--- src/rtl/wide_add_sequencer_if.sv ---
// Request/response bundle for wide_add_sequencer.
// Purpose: carries the wide-operand request handshake, the result handshake,
// and the aggregate NZCV flags between a requester and the sequencer.
// Signals:
//   in_valid/in_ready   : operation request handshake
//   A_wide/B_wide       : operands, word k = bits [k*N +: N]
//   C_in/sub            : carry-in for add, subtract select
//   out_valid/out_ready : result handshake
//   R_wide              : full-width result
//   N/Z/C/V_flag        : aggregate flags of the full-width result
//   busy                : sequencer is not idle
interface wide_add_sequencer_if #(
  parameter int N     = 32,
  parameter int WORDS = 4
);
  logic                 in_valid;
  logic                 in_ready;
  logic [N*WORDS-1:0]   A_wide;
  logic [N*WORDS-1:0]   B_wide;
  logic                 C_in;
  logic                 sub;
  logic                 out_valid;
  logic                 out_ready;
  logic [N*WORDS-1:0]   R_wide;
  logic                 N_flag;
  logic                 Z_flag;
  logic                 C_flag;
  logic                 V_flag;
  logic                 busy;

  modport master (
    output in_valid, A_wide, B_wide, C_in, sub, out_ready,
    input  in_ready, out_valid, R_wide, N_flag, Z_flag, C_flag, V_flag, busy
  );

  modport slave (
    input  in_valid, A_wide, B_wide, C_in, sub, out_ready,
    output in_ready, out_valid, R_wide, N_flag, Z_flag, C_flag, V_flag, busy
  );
endinterface

--- src/rtl/wide_add_sequencer.sv ---
// Wide add/subtract sequencer.
// Purpose: performs an N*WORDS-bit add or subtract by feeding one N-bit
// scalar adder one word per cycle, least-significant word first, chaining
// the carry between cycles and forming NZCV for the whole result.
// Ports:
//   clk  : clock, rising edge
//   rst  : asynchronous active-high reset
//   bus  : wide_add_sequencer_if slave (request, result, flags, busy)

// N-bit scalar adder with NZCV flags.
// Ports: A, B operands; C_in carry-in; R sum; N/Z/C/V flags of this word.
module adder #(
  parameter int N = 32
) (
  input  logic [N-1:0] A,
  input  logic [N-1:0] B,
  input  logic         C_in,
  output logic [N-1:0] R,
  output logic         N_flag,
  output logic         Z_flag,
  output logic         C_flag,
  output logic         V_flag
);
  logic [N:0] sum;

  assign sum    = {1'b0, A} + {1'b0, B} + {{N{1'b0}}, C_in};
  assign R      = sum[N-1:0];
  assign C_flag = sum[N];
  assign N_flag = sum[N-1];
  assign Z_flag = (sum[N-1:0] == '0);
  // Overflow: operands share a sign that the result does not.
  assign V_flag = (A[N-1] == B[N-1]) && (sum[N-1] != A[N-1]);
endmodule

module wide_add_sequencer #(
  parameter int N     = 32,
  parameter int WORDS = 4
) (
  input  logic                 clk,
  input  logic                 rst,
  wide_add_sequencer_if.slave  bus
);
  localparam int W     = N * WORDS;
  localparam int IDX_W = $clog2(WORDS);

  typedef enum logic [1:0] {
    IDLE = 2'd0,
    RUN  = 2'd1,
    DONE = 2'd2
  } state_t;

  state_t             state_q, state_d;
  logic [IDX_W-1:0]   idx_q, idx_d;
  logic [W-1:0]       a_q, a_d;
  logic [W-1:0]       b_q, b_d;
  logic [W-1:0]       r_q, r_d;
  logic               cy_q, cy_d;
  logic               zacc_q, zacc_d;
  logic               n_q, n_d;
  logic               z_q, z_d;
  logic               c_q, c_d;
  logic               v_q, v_d;
  logic               vld_q, vld_d;

  logic [N-1:0]       a_word;
  logic [N-1:0]       b_word;
  logic [N-1:0]       add_r;
  logic               add_n;
  logic               add_z;
  logic               add_c;
  logic               add_v;
  logic               last_word;

  assign a_word    = a_q[idx_q*N +: N];
  assign b_word    = b_q[idx_q*N +: N];
  assign last_word = (idx_q == IDX_W'(WORDS-1));

  adder #(.N(N)) u_adder (
    .A      (a_word),
    .B      (b_word),
    .C_in   (cy_q),
    .R      (add_r),
    .N_flag (add_n),
    .Z_flag (add_z),
    .C_flag (add_c),
    .V_flag (add_v)
  );

  always_comb begin
    state_d = state_q;
    idx_d   = idx_q;
    a_d     = a_q;
    b_d     = b_q;
    r_d     = r_q;
    cy_d    = cy_q;
    zacc_d  = zacc_q;
    n_d     = n_q;
    z_d     = z_q;
    c_d     = c_q;
    v_d     = v_q;
    vld_d   = vld_q;
    unique case (state_q)
      IDLE: begin
        if (bus.in_valid) begin
          a_d     = bus.A_wide;
          // Subtract is A + ~B + 1: invert B once here, seed carry with 1.
          b_d     = bus.sub ? ~bus.B_wide : bus.B_wide;
          cy_d    = bus.sub | bus.C_in;
          zacc_d  = 1'b1;
          idx_d   = '0;
          state_d = RUN;
        end
      end
      RUN: begin
        r_d[idx_q*N +: N] = add_r;
        cy_d   = add_c;
        zacc_d = zacc_q & add_z;
        if (last_word) begin
          // Sign, carry and overflow belong to the top word only.
          n_d     = add_n;
          c_d     = add_c;
          v_d     = add_v;
          z_d     = zacc_q & add_z;
          vld_d   = 1'b1;
          state_d = DONE;
        end else begin
          idx_d = idx_q + 1'b1;
        end
      end
      DONE: begin
        if (bus.out_ready) begin
          vld_d   = 1'b0;
          state_d = IDLE;
        end
      end
      default: state_d = IDLE;
    endcase
  end

  always_ff @(posedge clk or posedge rst) begin
    if (rst) begin
      state_q <= IDLE;
      idx_q   <= '0;
      r_q     <= '0;
      cy_q    <= 1'b0;
      zacc_q  <= 1'b0;
      n_q     <= 1'b0;
      z_q     <= 1'b0;
      c_q     <= 1'b0;
      v_q     <= 1'b0;
      vld_q   <= 1'b0;
    end else begin
      state_q <= state_d;
      idx_q   <= idx_d;
      r_q     <= r_d;
      cy_q    <= cy_d;
      zacc_q  <= zacc_d;
      n_q     <= n_d;
      z_q     <= z_d;
      c_q     <= c_d;
      v_q     <= v_d;
      vld_q   <= vld_d;
    end
  end

  // Latched operands are only meaningful after an accept, so they need no reset.
  always_ff @(posedge clk) begin
    a_q <= a_d;
    b_q <= b_d;
  end

  assign bus.in_ready  = (state_q == IDLE) && !rst;
  assign bus.out_valid = vld_q;
  assign bus.R_wide    = r_q;
  assign bus.N_flag    = n_q;
  assign bus.Z_flag    = z_q;
  assign bus.C_flag    = c_q;
  assign bus.V_flag    = v_q;
  assign bus.busy      = (state_q != IDLE);
endmodule
--- src/flat_wrapper.sv ---
// flat-port wrapper written by rule: the top's interface ports become plain ports
module wide_add_sequencer_flat 
#(
  parameter int N     = 32,
  parameter int WORDS = 4
)
  (clk, rst, bus_in_valid, bus_A_wide, bus_B_wide, bus_C_in, bus_sub, bus_out_ready, bus_in_ready, bus_out_valid, bus_R_wide, bus_N_flag, bus_Z_flag, bus_C_flag, bus_V_flag, bus_busy);
  wide_add_sequencer_if #(.N(N), .WORDS(WORDS)) bus_i ();
  input  logic clk;
  input  logic rst;
  input wire logic [$bits(bus_i.in_valid)-1:0] bus_in_valid;
  input wire logic [$bits(bus_i.A_wide)-1:0] bus_A_wide;
  input wire logic [$bits(bus_i.B_wide)-1:0] bus_B_wide;
  input wire logic [$bits(bus_i.C_in)-1:0] bus_C_in;
  input wire logic [$bits(bus_i.sub)-1:0] bus_sub;
  input wire logic [$bits(bus_i.out_ready)-1:0] bus_out_ready;
  output wire logic [$bits(bus_i.in_ready)-1:0] bus_in_ready;
  output wire logic [$bits(bus_i.out_valid)-1:0] bus_out_valid;
  output wire logic [$bits(bus_i.R_wide)-1:0] bus_R_wide;
  output wire logic [$bits(bus_i.N_flag)-1:0] bus_N_flag;
  output wire logic [$bits(bus_i.Z_flag)-1:0] bus_Z_flag;
  output wire logic [$bits(bus_i.C_flag)-1:0] bus_C_flag;
  output wire logic [$bits(bus_i.V_flag)-1:0] bus_V_flag;
  output wire logic [$bits(bus_i.busy)-1:0] bus_busy;
  assign bus_i.in_valid = bus_in_valid;
  assign bus_i.A_wide = bus_A_wide;
  assign bus_i.B_wide = bus_B_wide;
  assign bus_i.C_in = bus_C_in;
  assign bus_i.sub = bus_sub;
  assign bus_i.out_ready = bus_out_ready;
  assign bus_in_ready = bus_i.in_ready;
  assign bus_out_valid = bus_i.out_valid;
  assign bus_R_wide = bus_i.R_wide;
  assign bus_N_flag = bus_i.N_flag;
  assign bus_Z_flag = bus_i.Z_flag;
  assign bus_C_flag = bus_i.C_flag;
  assign bus_V_flag = bus_i.V_flag;
  assign bus_busy = bus_i.busy;
  wide_add_sequencer #(.N(N), .WORDS(WORDS)) u_core (.clk(clk), .rst(rst), .bus(bus_i));
endmodule
--- config.mk ---
export PLATFORM = sky130hd
export DESIGN_NAME = wide_add_sequencer_flat
export DESIGN_NICKNAME = d
export VERILOG_FILES = /design/src/rtl/wide_add_sequencer_if.sv /design/src/rtl/wide_add_sequencer.sv /design/src/flat_wrapper.sv
export SDC_FILE = /design/constraint.sdc
export NUM_CORES = 1
export LEC_CHECK = 0
export BUFFER_PORTS_ARGS = -buffer_cell sky130_fd_sc_hd__buf_4
export CAP_MARGIN = 10
export CELL_PAD_IN_SITES_DETAIL_PLACEMENT = 1
export CELL_PAD_IN_SITES_GLOBAL_PLACEMENT = 2
export CORE_MARGIN = 4
export CORE_UTILIZATION = 41
export CTS_CLUSTER_DIAMETER = 60
export DETAILED_ROUTE_END_ITERATION = 7
export GPL_ROUTABILITY_DRIVEN = 1
export PLACE_DENSITY = 0.86
export SLEW_MARGIN = 10
export SYNTH_ARGS = -nofsm -noshare
export SYNTH_HDL_FRONTEND = slang
export SYNTH_SLANG_ARGS = --single-unit
--- constraint.sdc ---
create_clock -name clk -period 30.8 [get_ports clk]
set_clock_uncertainty 0.05 [all_clocks]
set_input_delay 3.08 -clock clk [delete_from_list [all_inputs] [get_ports clk]]
set_output_delay 3.08 -clock clk [all_outputs]
set_load 0.01 [all_outputs]
Yosys cells after proc, flatten, opt, wreduce, memory -nomap -nowiden
Index checks and enable logic that the tools add are counted.
Storage, ports and cells
  ROM bits: 0
  RAM bits: 0
  logic and storage cells: 62
  register bits after elaboration: 395
  bits in latches: 0
  memories: 0
  output and inout port bits: 135
Cells by class
  bitwise operators: 3
  reduce and logical (&&, ||, !) cells: 14
  equal/unequal tests: 9
  divide/modulo/power cells: 0
  shifts and indexed selects: 4
  $add $sub $neg: 4
  magnitude comparators: 0
  muxes and demuxes: 16
  multipliers: 0
Operators by type and width (count)
  $shiftx A128 B8 Y32: 2
  $bwmux W128: 1
  $mux W128: 1
  $not A128 Y128: 1
  $shift A32 B34 Y128 const A: 1
  $shiftx A32 B34 Y128: 1
  $neg A7 Y34: 1
  $add A32 B32 Y33: 1
  $add A33 B1 Y33: 1
  $logic_not A32 Y1: 1
  $mux W2: 5
  $reduce_and A3 Y1: 3
  $ne A2 B2 Y1 const B: 3
  $pmux W1 S2: 3
  $pmux W2 S3: 1
  $reduce_and A2 Y1: 3
  $reduce_bool A2 Y1: 3
  $eq A2 B2 Y1 const B: 2
  $mux W1: 4
  $pmux W2 S2: 1
  $add A2 B1 Y2 const B: 1
  $eq A2 B1 Y1 const B: 1
  $logic_and A1 B1 Y1: 2
  $logic_not A2 Y1: 1
  other kinds (6): 6

Depth between registers and ports, before layout
  word-level depth: 6
  gate-level depth with buffers: 15
  gate-level depth less buffers: 12

Modules after synthesis
Synthesis repeated with hierarchy kept, for this count alone.
Second synthesis, totals
  cell total of the unflattened synthesis: 1093
  area total of the unflattened synthesis: 17362.9 µm²
By module, submodules not included
  wide_add_sequencer: cells an instance 829, area an instance 15509.9 µm², times used 1, sequential area each 11165.7 µm²
  adder: cells an instance 264, area an instance 1853.0 µm², times used 1, sequential area each 0.0 µm²

Worst setup path after synthesis
No wires, ideal clock.
  path kind: in2reg
  from: input port bus_in_valid
  to: register u_core.cy_q
  library setup time: 185 ps
  data required time: 30565 ps
  arrival: 14914 ps
  buffers on the path: 0
  setup slack: 15651 ps
  stages: 4
  cells stage by stage: inv_1 -> nor2_1 -> o21ai_0 -> o221ai_1
Between the ends
  longest elaborated chain between the ends: 2
RTL lines
  start: declaration: RTL line flat_wrapper.sv:11  | input wire logic [$bits(bus_i.in_valid)-1:0] bus_in_valid;
  $ne A2 B2 Y1 (no source line)
  $reduce_and A2 Y1 (no source line)
  end signal: assignment: RTL line wide_add_sequencer.sv:156  | cy_q <= cy_d;
  end: declaration: RTL line wide_add_sequencer.sv:57  | logic cy_q, cy_d;
Every way passes these cells.
A chain may end at the register's enable or synchronous reset.

Final worst setup path
  from: input port rst
  to: output port bus_in_ready
Between the ends
  longest elaborated chain between the ends: 2
RTL lines
  start: declaration: RTL line flat_wrapper.sv:10  | input logic rst;
  $logic_not A1 Y1 (no source line)
  $logic_and A1 B1 Y1: RTL line wide_add_sequencer.sv:172  | assign bus.in_ready = (state_q == IDLE) && !rst;
  end: declaration: RTL line flat_wrapper.sv:17  | output wire logic [$bits(bus_i.in_ready)-1:0] bus_in_ready;
Every way passes these cells.

==> impl_metrics.toml <==
[run_status]
status = "finished, final reports clean"

[drt]
drtPass1Iterations = 6
viasPerCell = 5.46
wirelength_um = 52100
ant_nets = 0
drc_errors = 0
wl_per_cell_um = 24.2
via_count = 11800
drt_iter0_drc = 1108

[power]
seqPwrFrac = 0.301
total_power_mw = 2.63
p_int_mw = 1.51
clkPwrFrac = 0.193
p_switching_mw = 1.12
p_leak_nw = 9.35
vdd_drop_max_mv = 0.102
power_density_nw_per_um2 = 116
combPwrFrac = 0.506
swShare = 0.425

[floorplanning]
io_pins = 397
die_h_um = 216
initial_utilization = 0.418
fp.dieArea_um2 = 46600
row_count = 75
die_x_um = 216
core_um2 = 42300

[layout]
final_cell_mix = "409 x buf_4, 256 x edfxtp_1, 137 x dfrtp_1"
final_common_cell = "buf_4"
area_delta_synth_final_pct = 27.8
final_area_um2 = 22600
diodes = 0
fin_nets = 1859
fillers = 4146
drive_gt1_frac = 0.361

[clock_tree]
cts_setup_buffers = 0
ctsRootBufferMaster = "clkbuf_16"
clockBufferDepth = 3
cts_buffers = 44
cts_tree = "done"
htreeDepth = 2
clk_pin_slew_worst_paths_ns = 0.05
postCtsHoldBufs = 0
clk_latency_ns = 0.56
cts_resized = 0
cts_sinks = 395

[synthesis]
synth-edff-count = 256
synth_top_area_frac = 0.434
muxShareOfSynthArea = 0.0833
synth_xor_area_frac = 0.0717
ys_seq_area_frac = 0.630
synth_compound_area_frac = 0.116
avgSynthCellArea_um2 = 15.1
yosysWarnings = 0
syn_area_um2 = 17700
ys_ff_latch = 395
synth-adder-area-share = 0.0284
synth-simple-area-share = 0.0510
post-synth-top-area-cell = "edfxtp_1"
synth_top_family_by_area = "compound AO/OA/AOI/OAI gates"
syn-num-nets = 1472
synth-async-reset-ratio = 0.352
ys.flop_type = "edfxtp_1"
netlist_instances = 1171
synthTopCellsByArea = "edfxtp_1 43%, dfrtp_1 20%, mux4_2 8.1%"
ys_types = 81

[timing]
hold_viol_final = 0
max_freq_mhz = 152
final-setup-viol-count = 0
timing.hold.ws_ns = 0.427
setup_tns_ns = 0
worst_pin_slew_ns = 1.16
fin_crit_ns = 6.58
period_share = 0.213
slew_headroom = 0.226
rsz0062_at_grt = "false"
maxSlewViolCount = 0

[critical_path]
rr_startpoint = "u_core.idx_q[0]$_DFFE_PP0P_"
path_max_fanout = 2
worst_path_most_repeated_cell = "buf_4"
crit_slowest_cell = "buf_4"
rrSetupSlack_ns = 25.33
cp_slowest_stage_delay_ns = 0.13
cp-end-kind = "output port"
crit_type = "input port to output port"
cp_data_arrival_time_ns = 3.45
crit_chain = "buf_4 -> nor2_1 -> buf_4"
timing.rr.end = "u_core.bus.Z_flag$_DFFE_PP0P_"
cp-start-kind = "input port"
required_ns = 27.67
r2r_cells = 12

[global_route]
grt_use_total = 0.220
grt_antenna_before_repair = 0
grt_pass1_wl_um = 78900
grt_max_degree = 171
grt_pass1_vias = 12800
gr-total-overflow = 0

[worst_hold_path]
hold_depth = 2
hold_class = "flop to flop"
hold_path_end = "u_core.bus.R_wide[22]$_DFFE_PP0P_"
hold_start = "u_core.bus.R_wide[22]$_DFFE_PP0P_"

[place]
dp_hpwl_um = 38200
place_area_um2 = 21300
gp_congestion = 0.785
port_buffers = 396

[job]
maxCapViolCount = 0
==> critical path: cells and delay by family <==
kind | cells | cell delay (ns)
buffers and inverters | 2 | 0.26
and+or+nand+nor | 1 | 0.11
==> synthesized netlist by cell type (all sizes together) (7+ instances only) <==
library cell  count
and3              7
buf              23
or3               9
xnor2            11
edfxtp          256
nand3            13
clkbuf           47
o211ai            9
a21o             10
a22o            113
ha               37
nand4            13
and2              7
nand2            55
nor2             33
dfrtp           139
mux4             64
xor2            134
a21oi            40
nor3             11
o21ai            41
inv              12
==> sequential cells by signal (all words and copies together), names as in the netlist <==
register	flops
u_core.bus.R_wide	128
u_core.zacc_q	1
u_core.idx_q	2
u_core.b_q	128
u_core.bus.V_flag	1
u_core.cy_q	1
u_core.state_q	2
u_core.a_q	128
u_core.bus.N_flag	1
u_core.bus.Z_flag	1
u_core.bus.out_valid	1
u_core.bus.C_flag	1
==> final cells by class <==
type	instances	area, um2	area share
flip-flops and latches	395	11200	0.494
multi-input cells	694	6220	0.275
repair buffers	411	3100	0.137
clock buffers	59	1240	0.0547
well taps	577	722	0.0319
clock inverters	9	124	0.00547
inverters	12	50.0	0.00221
==> metrics by stage <==
stage | cells | utilization | setup slack, ns
floorplan | 1171 | - | 15.65
global placement | 2089 | 0.502 | 24.22
detailed placement | 2089 | 0.502 | 24.23
CTS | 2157 | 0.535 | 24.23
global route | 2157 | 0.535 | 24.20
finish | 2157 | 0.535 | 24.22
==> power by group through the flow <==
stage          sequential [mW]  combinational (mW)  clock (mW)
4_1_cts                  0.794                1.34       0.518
3_5_place_dp             0.803                1.33           0
2_1_floorplan            0.815               0.823           0
3_3_place_gp             0.793                1.30           0
6_report                 0.792                1.33       0.508
5_1_grt                  0.806                1.45       0.540
==> worst max path at each step <==
stage	startpoint	slack [ns]	to
floorplan	bus_in_valid	15.65	u_core.cy_q$_DFFE_PP0P_
global placement	rst	24.22	bus_in_ready
detailed placement	rst	24.23	bus_in_ready
CTS	rst	24.23	bus_in_ready
global route	rst	24.20	bus_in_ready
finish	rst	24.22	bus_in_ready
==> metal layers <==
| layer | track usage | wire length (um) | up-vias | share of wire |
|---|---|---|---|---|
| li1 | - | - | 5316 | - |
| met1 | 0.301 | 22700 | 5993 | 0.43 |
| met2 | 0.365 | 25500 | 397 | 0.49 |
| met3 | 0.0473 | 3090 | 64 | 0.059 |
| met4 | 0.0455 | 902 | 0 | 0.017 |
| met5 | 0 | 0 | - | 0 |
==> cells by family (layout without fill, tap and decap cells) <==
family                   count (synthesis)  in the layout
adder cells (fa/ha/maj)                 39             39
XOR/XNOR                               145            145
AND/OR/NAND/NOR                        175            175
buffers and inverters                   82            491
AO/OA/AOI/OAI                          268            268
multiplexers                            67             67
flip-flops                             395            395
No activity file was read; power rests on OpenSTA's default activity.
